## src/rtl/seq_nonrestoring_div.sv

```systemverilog
// Sequential signed divider: non-restoring, one quotient bit per cycle.
// Truncating semantics with divide-by-zero and overflow flags.
module seq_nonrestoring_div #(
  parameter int N = 32
) (
  input  logic         clk,
  input  logic         rst,
  input  logic         start,
  input  logic [N-1:0] a,
  input  logic [N-1:0] d,
  output logic [N-1:0] q,
  output logic [N-1:0] r,
  output logic         busy,
  output logic         done,
  output logic         dz,
  output logic         ovf
);

  typedef enum logic [1:0] {
    IDLE,
    CALC,
    FIX,
    DONE
  } state_t;

  localparam int CW = $clog2(N + 1);
  localparam logic [N-1:0] MIN_NEG = {1'b1, {(N-1){1'b0}}};
  localparam logic [N-1:0] ONE = {{(N-1){1'b0}}, 1'b1};

  state_t state;
  logic [CW-1:0] cnt;
  logic [N-1:0] a_reg;
  logic [N-1:0] dm;
  logic [N-1:0] qa;
  logic [N:0] p;
  logic a_neg;
  logic d_neg;

  logic [N-1:0] a_mag;
  logic [N-1:0] d_mag;
  logic [N:0] p_sh;
  logic [N:0] p_nx;
  logic [N-1:0] r_mag;
  logic [N-1:0] q_sgn;
  logic [N-1:0] r_sgn;
  logic is_dz;
  logic is_ovf;

  // Magnitudes as unsigned N-bit values; -2^(N-1) maps to 2^(N-1).
  assign a_mag = a[N-1] ? (~a + ONE) : a;
  assign d_mag = d[N-1] ? (~d + ONE) : d;

  // The next partial remainder always fits in N+1 bits, so the
  // arithmetic is done modulo 2^(N+1).
  assign p_sh = {p[N-1:0], qa[N-1]};
  assign p_nx = p[N] ? (p_sh + {1'b0, dm}) : (p_sh - {1'b0, dm});

  assign r_mag = p[N] ? (p[N-1:0] + dm) : p[N-1:0];
  assign q_sgn = (a_neg ^ d_neg) ? (~qa + ONE) : qa;
  assign r_sgn = a_neg ? (~r_mag + ONE) : r_mag;
  assign is_dz = (dm == '0);
  assign is_ovf = (a_reg == MIN_NEG) && d_neg && (dm == ONE);

  always_ff @(posedge clk or posedge rst) begin
    if (rst) begin
      state <= IDLE;
      cnt   <= '0;
      a_reg <= '0;
      dm    <= '0;
      qa    <= '0;
      p     <= '0;
      a_neg <= 1'b0;
      d_neg <= 1'b0;
      q     <= '0;
      r     <= '0;
      busy  <= 1'b0;
      done  <= 1'b0;
      dz    <= 1'b0;
      ovf   <= 1'b0;
    end else begin
      unique case (state)
        IDLE: begin
          done <= 1'b0;
          if (start) begin
            a_reg <= a;
            a_neg <= a[N-1];
            d_neg <= d[N-1];
            qa    <= a_mag;
            dm    <= d_mag;
            p     <= '0;
            cnt   <= '0;
            busy  <= 1'b1;
            state <= CALC;
          end
        end
        CALC: begin
          p   <= p_nx;
          qa  <= {qa[N-2:0], ~p_nx[N]};
          cnt <= cnt + 1'b1;
          if (cnt == CW'(N - 1)) begin
            state <= FIX;
          end
        end
        FIX: begin
          if (is_dz) begin
            q <= '1;
            r <= a_reg;
          end else begin
            q <= q_sgn;
            r <= r_sgn;
          end
          dz    <= is_dz;
          ovf   <= is_ovf;
          busy  <= 1'b0;
          done  <= 1'b1;
          state <= DONE;
        end
        DONE: begin
          done  <= 1'b0;
          state <= IDLE;
        end
        default: state <= IDLE;
      endcase
    end
  end

endmodule

```

## config.mk

```make
export PLATFORM = sky130hd
export DESIGN_NAME = seq_nonrestoring_div
export DESIGN_NICKNAME = d
export VERILOG_FILES = /design/src/rtl/seq_nonrestoring_div.sv
export SDC_FILE = /design/constraint.sdc
export NUM_CORES = 1
export LEC_CHECK = 0
export CAP_MARGIN = 30
export CELL_PAD_IN_SITES_DETAIL_PLACEMENT = 1
export CELL_PAD_IN_SITES_GLOBAL_PLACEMENT = 2
export CORE_MARGIN = 5
export CORE_UTILIZATION = 35
export CTS_BUF_LIST = sky130_fd_sc_hd__clkbuf_4 sky130_fd_sc_hd__clkbuf_8 sky130_fd_sc_hd__clkbuf_16
export CTS_CLUSTER_DIAMETER = 50
export DETAILED_ROUTE_END_ITERATION = 7
export HOLD_SLACK_MARGIN = 0.05
export PLACE_DENSITY_LB_ADDON = 0.1
export RECOVER_POWER = 100
export SETUP_SLACK_MARGIN = 0.5
export SLEW_MARGIN = 25
export SYNTH_ARGS = -nofsm -noshare
export SYNTH_HDL_FRONTEND = slang
export SYNTH_SLANG_ARGS = --single-unit
```

## constraint.sdc

```tcl
create_clock -name clk -period 19.89 [get_ports clk]
set_input_delay 5.967 -clock clk [delete_from_list [all_inputs] [get_ports clk]]
set_output_delay 5.967 -clock clk [all_outputs]
set_load 0.1 [all_outputs]
```

==> results.sh, run 1 <==
export IMPL_hpwlAfterDp_um=40780
export IMPL_drt_iter0_drc=727
export IMPL_grt_pass1_vias=14930
export IMPL_ctsResizeCount=0
export IMPL_instances_no_fill=2578
export IMPL_drv_slew=485
export IMPL_dieHeight_um=221.0
export IMPL_period_share_pct=58.72
export IMPL_io_pins=135
export IMPL_dpl_cell_count=2512
export IMPL_cts_buffers=35
export IMPL_setup_tns_ns=0
export IMPL_totalWireLength_um=53530
export IMPL_overflow=0
export IMPL_fin_ws_ns=8.211
export IMPL_yosysSeqAreaShare_pct=33.10
export IMPL_yosys_area_top_type="dfrtp_1"
export IMPL_syn_area_um2=15570
export IMPL_viasPerCell=5.584
export IMPL_holdCritPathClass="reg2reg"
export IMPL_clock_fmax_mhz=85.62
export IMPL_fin_skew_ns=0.01811
export IMPL_initial_core_util_pct=35.30
export IMPL_place_congestion=0.8627
export IMPL_rr_startpoint="p[32]$_DFFE_PP0P_"
export IMPL_rsz0062_at_grt="no"
export IMPL_rrSetupSlack_ns=13.03
export IMPL_cap_violations=9
export IMPL_clk_latency_ns=0.55
export IMPL_crit_fanout=78
export IMPL_cts_tree="built"
export IMPL_clock_root_buffer="clkbuf_16"
export IMPL_num_rows=77
export IMPL_setup_violations_final=0
export IMPL_drive_above_1_share_pct=7.956
export IMPL_synthArstFlopShare_pct=100.0
export IMPL_crit_arrival_ns=11.73
export IMPL_post_cts_buffers=0
export IMPL_violations="capacitance limit, slew limit"
export IMPL_cts_sinks=206
export IMPL_synthTopCellsByArea="dfrtp_1 33%, xor2_1 6.5%, ha_1 5.9%"
export IMPL_synth_edf_count=0
export IMPL_synth_commonest_cells="228 x nand2_1, 206 x dfrtp_1, 169 x o21ai_0"
export IMPL_worstSetupStartpoint="rst"
export IMPL_largest_register_ffs=33
export IMPL_top_register="p"
export IMPL_grt_pass1_wl_um=86300
export IMPL_final_min_clock_period_ns=11.68
export IMPL_slew_headroom_pct=-160.3
export IMPL_required_ns=19.94
export IMPL_grt_max_degree=84
export IMPL_start_kind="input port"
export IMPL_cp_end_kind="async pin"
export IMPL_tightestPinTransition_ns=3.905
export IMPL_die_area_um2=48820
export IMPL_cts_max_level=2
export IMPL_io_buffers=134
export IMPL_firstDrtPassIters=5
export IMPL_yosys_warnings=0
export IMPL_routedWlPerCell_um=20.76
export IMPL_pre_cts_ws_ns=10.30
export IMPL_route_detailed_drc=0
export IMPL_layout_nets=2103
export IMPL_cts_max_path_buffers=3
export IMPL_synth_nets=2003
export IMPL_outcome="complete, but fails checks"
export IMPL_hold_viol_final=0
export IMPL_worstSetupPathType="in2async"
export IMPL_n_antenna_cell=0
export IMPL_antenna_found_initial=0
export IMPL_cp_endpoint="q[23]$_DFFE_PP0P_"
export IMPL_hold_buffers=0
export IMPL_syn_mean_instance_area_um2=8.374
export IMPL_clk_pin_slew_ns=0.05
export IMPL_via_count=14400
export IMPL_ant_nets=0
export IMPL_rr_worst_depth=15
export IMPL_synthFlopType="dfrtp_1"
export IMPL_die_w_um=221.0
export IMPL_grtUsageTotal_pct=21.54
export IMPL_area_delta_synth_final_pct=19.69
export IMPL_synth_top_area_share_pct=33.10
export IMPL_regToRegEndpoint="qa[0]$_DFFE_PP0P_"
export IMPL_synthMostInstantiatedCell="nand2_1"
export IMPL_synth_cells=1860
export IMPL_ys_seq_elements=206
export IMPL_yosysUniqueCellTypes=86
export IMPL_core_area_um2=44120
## routing by layer
layer,GRT usage (%),up-vias,wire length (um),share of wire [%]
met5,0,-,0,0
met4,5.682,0,1200,2.2
met3,2.862,62,1824,3.4
met2,34.83,233,24160,45
met1,30.53,7149,26350,49
li1,-,6951,-,-
## per-stage QoR
| step | hold slack [ns] | cell area (um2) | util (%) |
|---|---|---|---|
| 6_report | 0.4793 | 18640 | 42.25 |
| 3_3_place_gp | 0.4642 | 17340 | 39.30 |
| 4_1_cts | 0.4913 | 18720 | 42.43 |
| 5_1_grt | 0.5141 | 18640 | 42.25 |
| 2_1_floorplan | 0.4725 | 15570 | - |
| 3_5_place_dp | 0.4807 | 17520 | 39.70 |
## final cells by class
cell class / count / area [um2]
Clock buffer: 40 / 938.4
Fill cell: 5303 / 25480
Inverter: 43 / 162.7
Tap cell: 592 / 740.7
Timing Repair Buffer: 160 / 1604
Sequential cell: 206 / 5155
Multi-Input combinational cell: 1514 / 9774
Clock inverter: 23 / 266.5
## cell families after synthesis
| family | count (synthesis) | share of synthesized area (%) |
|---|---|---|
| mux | 52 | 3.663 |
| compound gates | 571 | 23.30 |
| buf+inv | 140 | 4.065 |
| flops | 206 | 33.10 |
| xor+xnor | 188 | 10.57 |
| simple gates | 627 | 19.10 |
| fa+ha+maj | 76 | 6.202 |
## layout by cell type, fill, tap and decap left out, types with 13 or more instances in the layout
cell type	n
nand2_1	228
dfrtp_1	206
o21ai_0	172
nor2_1	157
a21oi_1	140
xor2_1	115
xnor2_1	73
ha_1	72
dlygate4sd3_1	70
clkdlybuf4s50_1	62
nor3_1	48
inv_1	42
mux2_2	40
a31oi_1	38
clkbuf_16	35
a21o_1	31
o31ai_1	30
nor4_1	28
or3_1	22
o22a_1	20
nand3_1	19
o21a_1	18
or4_1	17
nand4_1	16
nor2b_1	16
o211ai_1	13
and3_1	13
clkbuf_1	13
## worst max-delay path, stage by stage
cell and delay [ns]:
dlygate4sd3_1 0.55, clkinvlp_2 2.07, clkbuf_1 0.97, clkbuf_1 2.04
## worst min path at each step
stage	startpoint	to	slack [ns]	depth (start not counted)
after floorplan	a_reg[0]$_DFFE_PP0P_	a_reg[0]$_DFFE_PP0P_	0.47	2
after global placement	r[20]$_DFFE_PP0P_	r[20]$_DFFE_PP0P_	0.46	1
after detailed placement	r[20]$_DFFE_PP0P_	r[20]$_DFFE_PP0P_	0.48	1
after CTS	r[20]$_DFFE_PP0P_	r[20]$_DFFE_PP0P_	0.49	1
after global routing	q[18]$_DFFE_PP0P_	q[18]$_DFFE_PP0P_	0.51	1
final	r[20]$_DFFE_PP0P_	r[20]$_DFFE_PP0P_	0.48	1
Power of run 1 is not shown: default switching activity piles up to over one toggle a cycle in this logic, so the estimate is an artifact.
==> run 2: changes to the inputs <==
Clock period 19.89 ns to 12 ns, I/O delays scaled along.
==> run 2 against run 1 <==
Clock skew increased by 0.0045 ns. Utilization rose by 0.15 points. Sequential share of layout area is 0.093 points lower. Highest routed layer unchanged. Global-route usage down 0.053 points. Final cell count barely moved. Via count fell by 0.45%. Register-to-register slack worse by 6.8 ns. The flow still finishes with violations (capacitance limit, slew limit). Count of clock-buffer cells in the layout grew 7. Worst setup slack got worse by 4.0 ns. First-iteration DRC count rose by 3.3%. Flip-flop and latch count unchanged. Non-clock buffer count stayed put.
==> results.sh, run 2 (synthesized netlist as in run 1, its figures left out) <==
export IMPL_outcome="complete, but fails checks"
export IMPL_violations="capacitance limit, slew limit"
export IMPL_fin_skew_ns=0.02257
export IMPL_ctsResizeCount=0
export IMPL_place_congestion=0.8627
export IMPL_start_kind="input port"
export IMPL_holdCritPathClass="reg2reg"
export IMPL_fin_area_um2=18710
export IMPL_instances_no_fill=2580
export IMPL_largest_register_ffs=33
export IMPL_nFillCells=5316
export IMPL_cp_end_kind="async pin"
export IMPL_top_register="p"
export IMPL_final_min_clock_period_ns=7.790
export IMPL_cts_max_level=2
export IMPL_grtUsageTotal_pct=21.48
export IMPL_crit_arrival_ns=7.88
export IMPL_drt_iter0_drc=751
export IMPL_crit_fanout=78
export IMPL_firstDrtPassIters=5
export IMPL_core_area_um2=44120
export IMPL_worstSetupPathType="in2async"
export IMPL_final_common_cell="nand2_1"
export IMPL_post_cts_buffers=0
export IMPL_area_delta_synth_final_pct=20.12
export IMPL_route_detailed_drc=0
export IMPL_totalWireLength_um=53480
export IMPL_clk_latency_ns=0.55
export IMPL_cts_sinks=206
export IMPL_final_cell_mix="228 x nand2_1, 205 x dfrtp_1, 171 x o21ai_0"
export IMPL_dpl_cell_count=2512
export IMPL_slew_headroom_pct=-149.6
export IMPL_place_area_um2=17520
export IMPL_grt_max_degree=84
export IMPL_ant_nets=0
export IMPL_cts_tree="built"
export IMPL_viasPerCell=5.554
export IMPL_die_area_um2=48820
export IMPL_layout_nets=2104
export IMPL_clock_root_buffer="clkbuf_16"
export IMPL_n_antenna_cell=0
export IMPL_drive_above_1_share_pct=8.249
export IMPL_hold_depth=1
export IMPL_tightestPinTransition_ns=3.723
export IMPL_period_share_pct=64.91
export IMPL_setup_violations_final=0
export IMPL_io_pins=135
export IMPL_cap_violations=6
export IMPL_finalHoldWorstSlack_ns=0.4779
export IMPL_cts_buffers=36
export IMPL_setup_tns_ns=0
export IMPL_rr_worst_depth=18
export IMPL_via_count=14330
export IMPL_drv_slew=284
export IMPL_grt_pass1_wl_um=86560
export IMPL_antenna_found_initial=0
export IMPL_hpwlAfterDp_um=40810
export IMPL_rsz0062_at_grt="no"
export IMPL_clk_pin_slew_ns=0.05
export IMPL_hold_buffers=0
export IMPL_clock_fmax_mhz=128.4
export IMPL_overflow=0
export IMPL_initial_core_util_pct=35.30
export IMPL_routedWlPerCell_um=20.73
export IMPL_num_rows=77
export IMPL_cts_max_path_buffers=3
export IMPL_dieHeight_um=221.0
export IMPL_required_ns=12.09
export IMPL_io_buffers=134
export IMPL_grt_pass1_vias=14960
export IMPL_die_w_um=221.0
export IMPL_hold_viol_final=0
run 2: final timing paths:
path | slack (ns) | start | end
worst max-delay path | 4.21 | rst | p[32]$_DFFE_PP0P_
worst min-delay path | 0.48 | r[20]$_DFFE_PP0P_ | r[20]$_DFFE_PP0P_
worst max register to register | 6.20 | dm[2]$_DFFE_PP0P_ | qa[0]$_DFFE_PP0P_
worst min register to register | 0.48 | r[20]$_DFFE_PP0P_ | r[20]$_DFFE_PP0P_
max in group clk | 4.79 | start | qa[0]$_DFFE_PP0P_
min in group asynchronous | 4.61 | rst | r[0]$_DFFE_PP0P_
run 2: per-stage QoR:
stage	utilization [%]	setup slack, ns
finish	42.40	4.210
global route	42.40	3.204
CTS	42.47	5.291
detailed placement	39.70	4.740
global placement	39.30	4.784
floorplan	-	2.776
run 2: layout make-up:
class / count / area (um2) / area share [%]
Multi-Input combinational cell: 1514 / 9774 / 52.24
Sequential cell: 206 / 5156 / 27.56
Timing Repair Buffer: 160 / 1652 / 8.828
Clock buffer: 47 / 1027 / 5.491
Tap cell: 592 / 740.7 / 3.959
Clock inverter: 18 / 196.4 / 1.050
Inverter: 43 / 162.7 / 0.8694
run 2: worst max-delay path: stages:
cell and delay, ns:
dlygate4sd3_1 0.55, clkinvlp_2 2.06, clkbuf_1 1.56
run 2: routing by layer:
metal,wire length (um),vias up,GRT usage [%]
met2,24120,231,34.52
met5,0,-,0
met3,2037,62,3.764
met1,26260,7077,30.58
li1,-,6960,-
met4,1066,0,4.422
Power of run 2 is left out for the same reason.
==> run 3: changes to the inputs <==
Clock period 12 ns to 7.9 ns, I/O delays scaled along.
==> run 3 against run 2 <==
The flow still finishes with violations (capacitance limit, slew limit). Design area is 0.37% higher. Utilization grew 0.16 points. Worst setup slack worse by 2.7 ns. Global-route usage increased by 0.41 points. Hold slack better by 0.016 ns. Clock skew up 0.015 ns. Count of clock-buffer cells in the layout shrank 1. Critical path depth increased by 3. Final cell count about the same.
==> results.sh, run 3 (synthesized netlist as in run 1, its figures left out) <==
export IMPL_hold_buffers=0
export IMPL_area_delta_synth_final_pct=20.57
export IMPL_cts_buffers=38
export IMPL_clock_root_buffer="clkbuf_16"
export IMPL_largest_register_ffs=33
export IMPL_drv_slew=258
export IMPL_clk_pin_slew_ns=0.05
export IMPL_post_cts_buffers=0
export IMPL_top_register="p"
export IMPL_multi_input_area_um2=9774
export IMPL_grt_max_degree=135
export IMPL_final_cell_mix="228 x nand2_1, 205 x dfrtp_1, 171 x o21ai_0"
export IMPL_cap_violations=6
export IMPL_clock_fmax_mhz=156.1
export IMPL_firstDrtPassIters=4
export IMPL_n_antenna_cell=0
export IMPL_final_min_clock_period_ns=6.406
export IMPL_grt_pass1_wl_um=87600
export IMPL_hold_viol_final=0
export IMPL_drive_above_1_share_pct=8.354
export IMPL_totalWireLength_um=54380
export IMPL_place_congestion=0.8477
export IMPL_clk_latency_ns=0.56
export IMPL_dieHeight_um=221.0
export IMPL_core_area_um2=44120
export IMPL_io_pins=135
export IMPL_violations="capacitance limit, slew limit"
export IMPL_holdCritPathClass="reg2reg"
export IMPL_required_ns=8.32
export IMPL_die_w_um=221.0
export IMPL_fin_skew_ns=0.03730
export IMPL_cts_sinks=206
export IMPL_cts_max_level=2
export IMPL_nFillCells=5289
export IMPL_ctsResizeCount=0
export IMPL_crit_fanout=67
export IMPL_antenna_found_initial=1
export IMPL_slew_headroom_pct=-69.18
export IMPL_cts_max_path_buffers=3
export IMPL_worstSetupPathType="in2reg"
export IMPL_overflow=0
export IMPL_route_detailed_drc=0
export IMPL_grtUsageTotal_pct=21.89
export IMPL_via_count=14340
export IMPL_crit_arrival_ns=6.83
export IMPL_regArea_um2=5156
export IMPL_initial_core_util_pct=35.30
export IMPL_drt_iter0_drc=848
export IMPL_start_kind="input port"
export IMPL_die_area_um2=48820
export IMPL_outcome="complete, but fails checks"
export IMPL_layout_nets=2103
export IMPL_cts_tree="built"
export IMPL_num_rows=77
export IMPL_setup_tns_ns=0
export IMPL_setup_violations_final=0
export IMPL_routedWlPerCell_um=21.09
export IMPL_hpwlAfterDp_um=41160
export IMPL_tightestPinTransition_ns=2.538
export IMPL_final_common_cell="nand2_1"
export IMPL_rsz0062_at_grt="no"
export IMPL_viasPerCell=5.560
export IMPL_ant_nets=0
export IMPL_grt_pass1_vias=15110
export IMPL_io_buffers=134
export IMPL_period_share_pct=81.09
export IMPL_cp_end_kind="register"
## run 3: cell count changes in the layout (fill, tap and decap cells not counted), sizes merged
cell           previous run  this run
bufinv                    2         5
clkbuf                   56        53
clkdlybuf4s50            61        60
clkinv                    7         6
clkinvlp                  3         4
## run 3: worst paths after layout
path / start / slack [ns] / cells past startpoint / end
setup / recovery: start / 1.49 / 6 / qa[31]$_DFFE_PP0P_
hold / removal: q[18]$_DFFE_PP0P_ / 0.49 / 1 / q[18]$_DFFE_PP0P_
setup reg to reg: p[32]$_DFFE_PP0P_ / 1.69 / 12 / r[27]$_DFFE_PP0P_
hold reg to reg: q[18]$_DFFE_PP0P_ / 0.49 / 1 / q[18]$_DFFE_PP0P_
max in group asynchronous: rst / 4.18 / 3 / p[16]$_DFFE_PP0P_
min in group asynchronous: rst / 2.43 / 2 / r[5]$_DFFE_PP0P_
## run 3: layer usage
metal | wire, um | vias to the layer above | GRT usage (%) | share of wire [%]
met5 | 13 | - | 0 | 0.024
li1 | - | 6942 | - | -
met2 | 24540 | 238 | 35.44 | 45
met1 | 26540 | 7083 | 30.54 | 49
met3 | 1949 | 73 | 3.379 | 3.6
met4 | 1340 | 2 | 6.142 | 2.5
## run 3: worst max-delay path, stage by stage
cell and delay (ns):
dlygate4sd3_1 0.57, nand2_1 1.43, clkbuf_1 1.70, nor2_1 0.39, nand4b_1 0.25, o21ai_0 0.10
## run 3: area by class of cell
type	instances	area share [%]
Inverter	43	0.8661
Clock inverter	21	1.599
Clock buffer	46	5.643
Timing Repair Buffer	157	8.442
Sequential cell	206	27.46
Tap cell	592	3.944
Multi-Input combinational cell	1514	52.05
## run 3: metrics by stage
step	util (%)	cell area (um2)	setup slack [ns]	hold WS [ns]	cells
final	42.56	18780	1.494	0.4935	2579
after global routing	42.56	18780	1.115	0.5056	2579
after CTS	42.70	18840	2.484	0.5015	2577
after detailed placement	39.62	17480	1.902	0.4894	2510
after global placement	39.32	17350	1.935	0.4820	2504
after floorplan	-	15580	2.844	0.4725	1860
Power of run 3 is left out for the same reason.
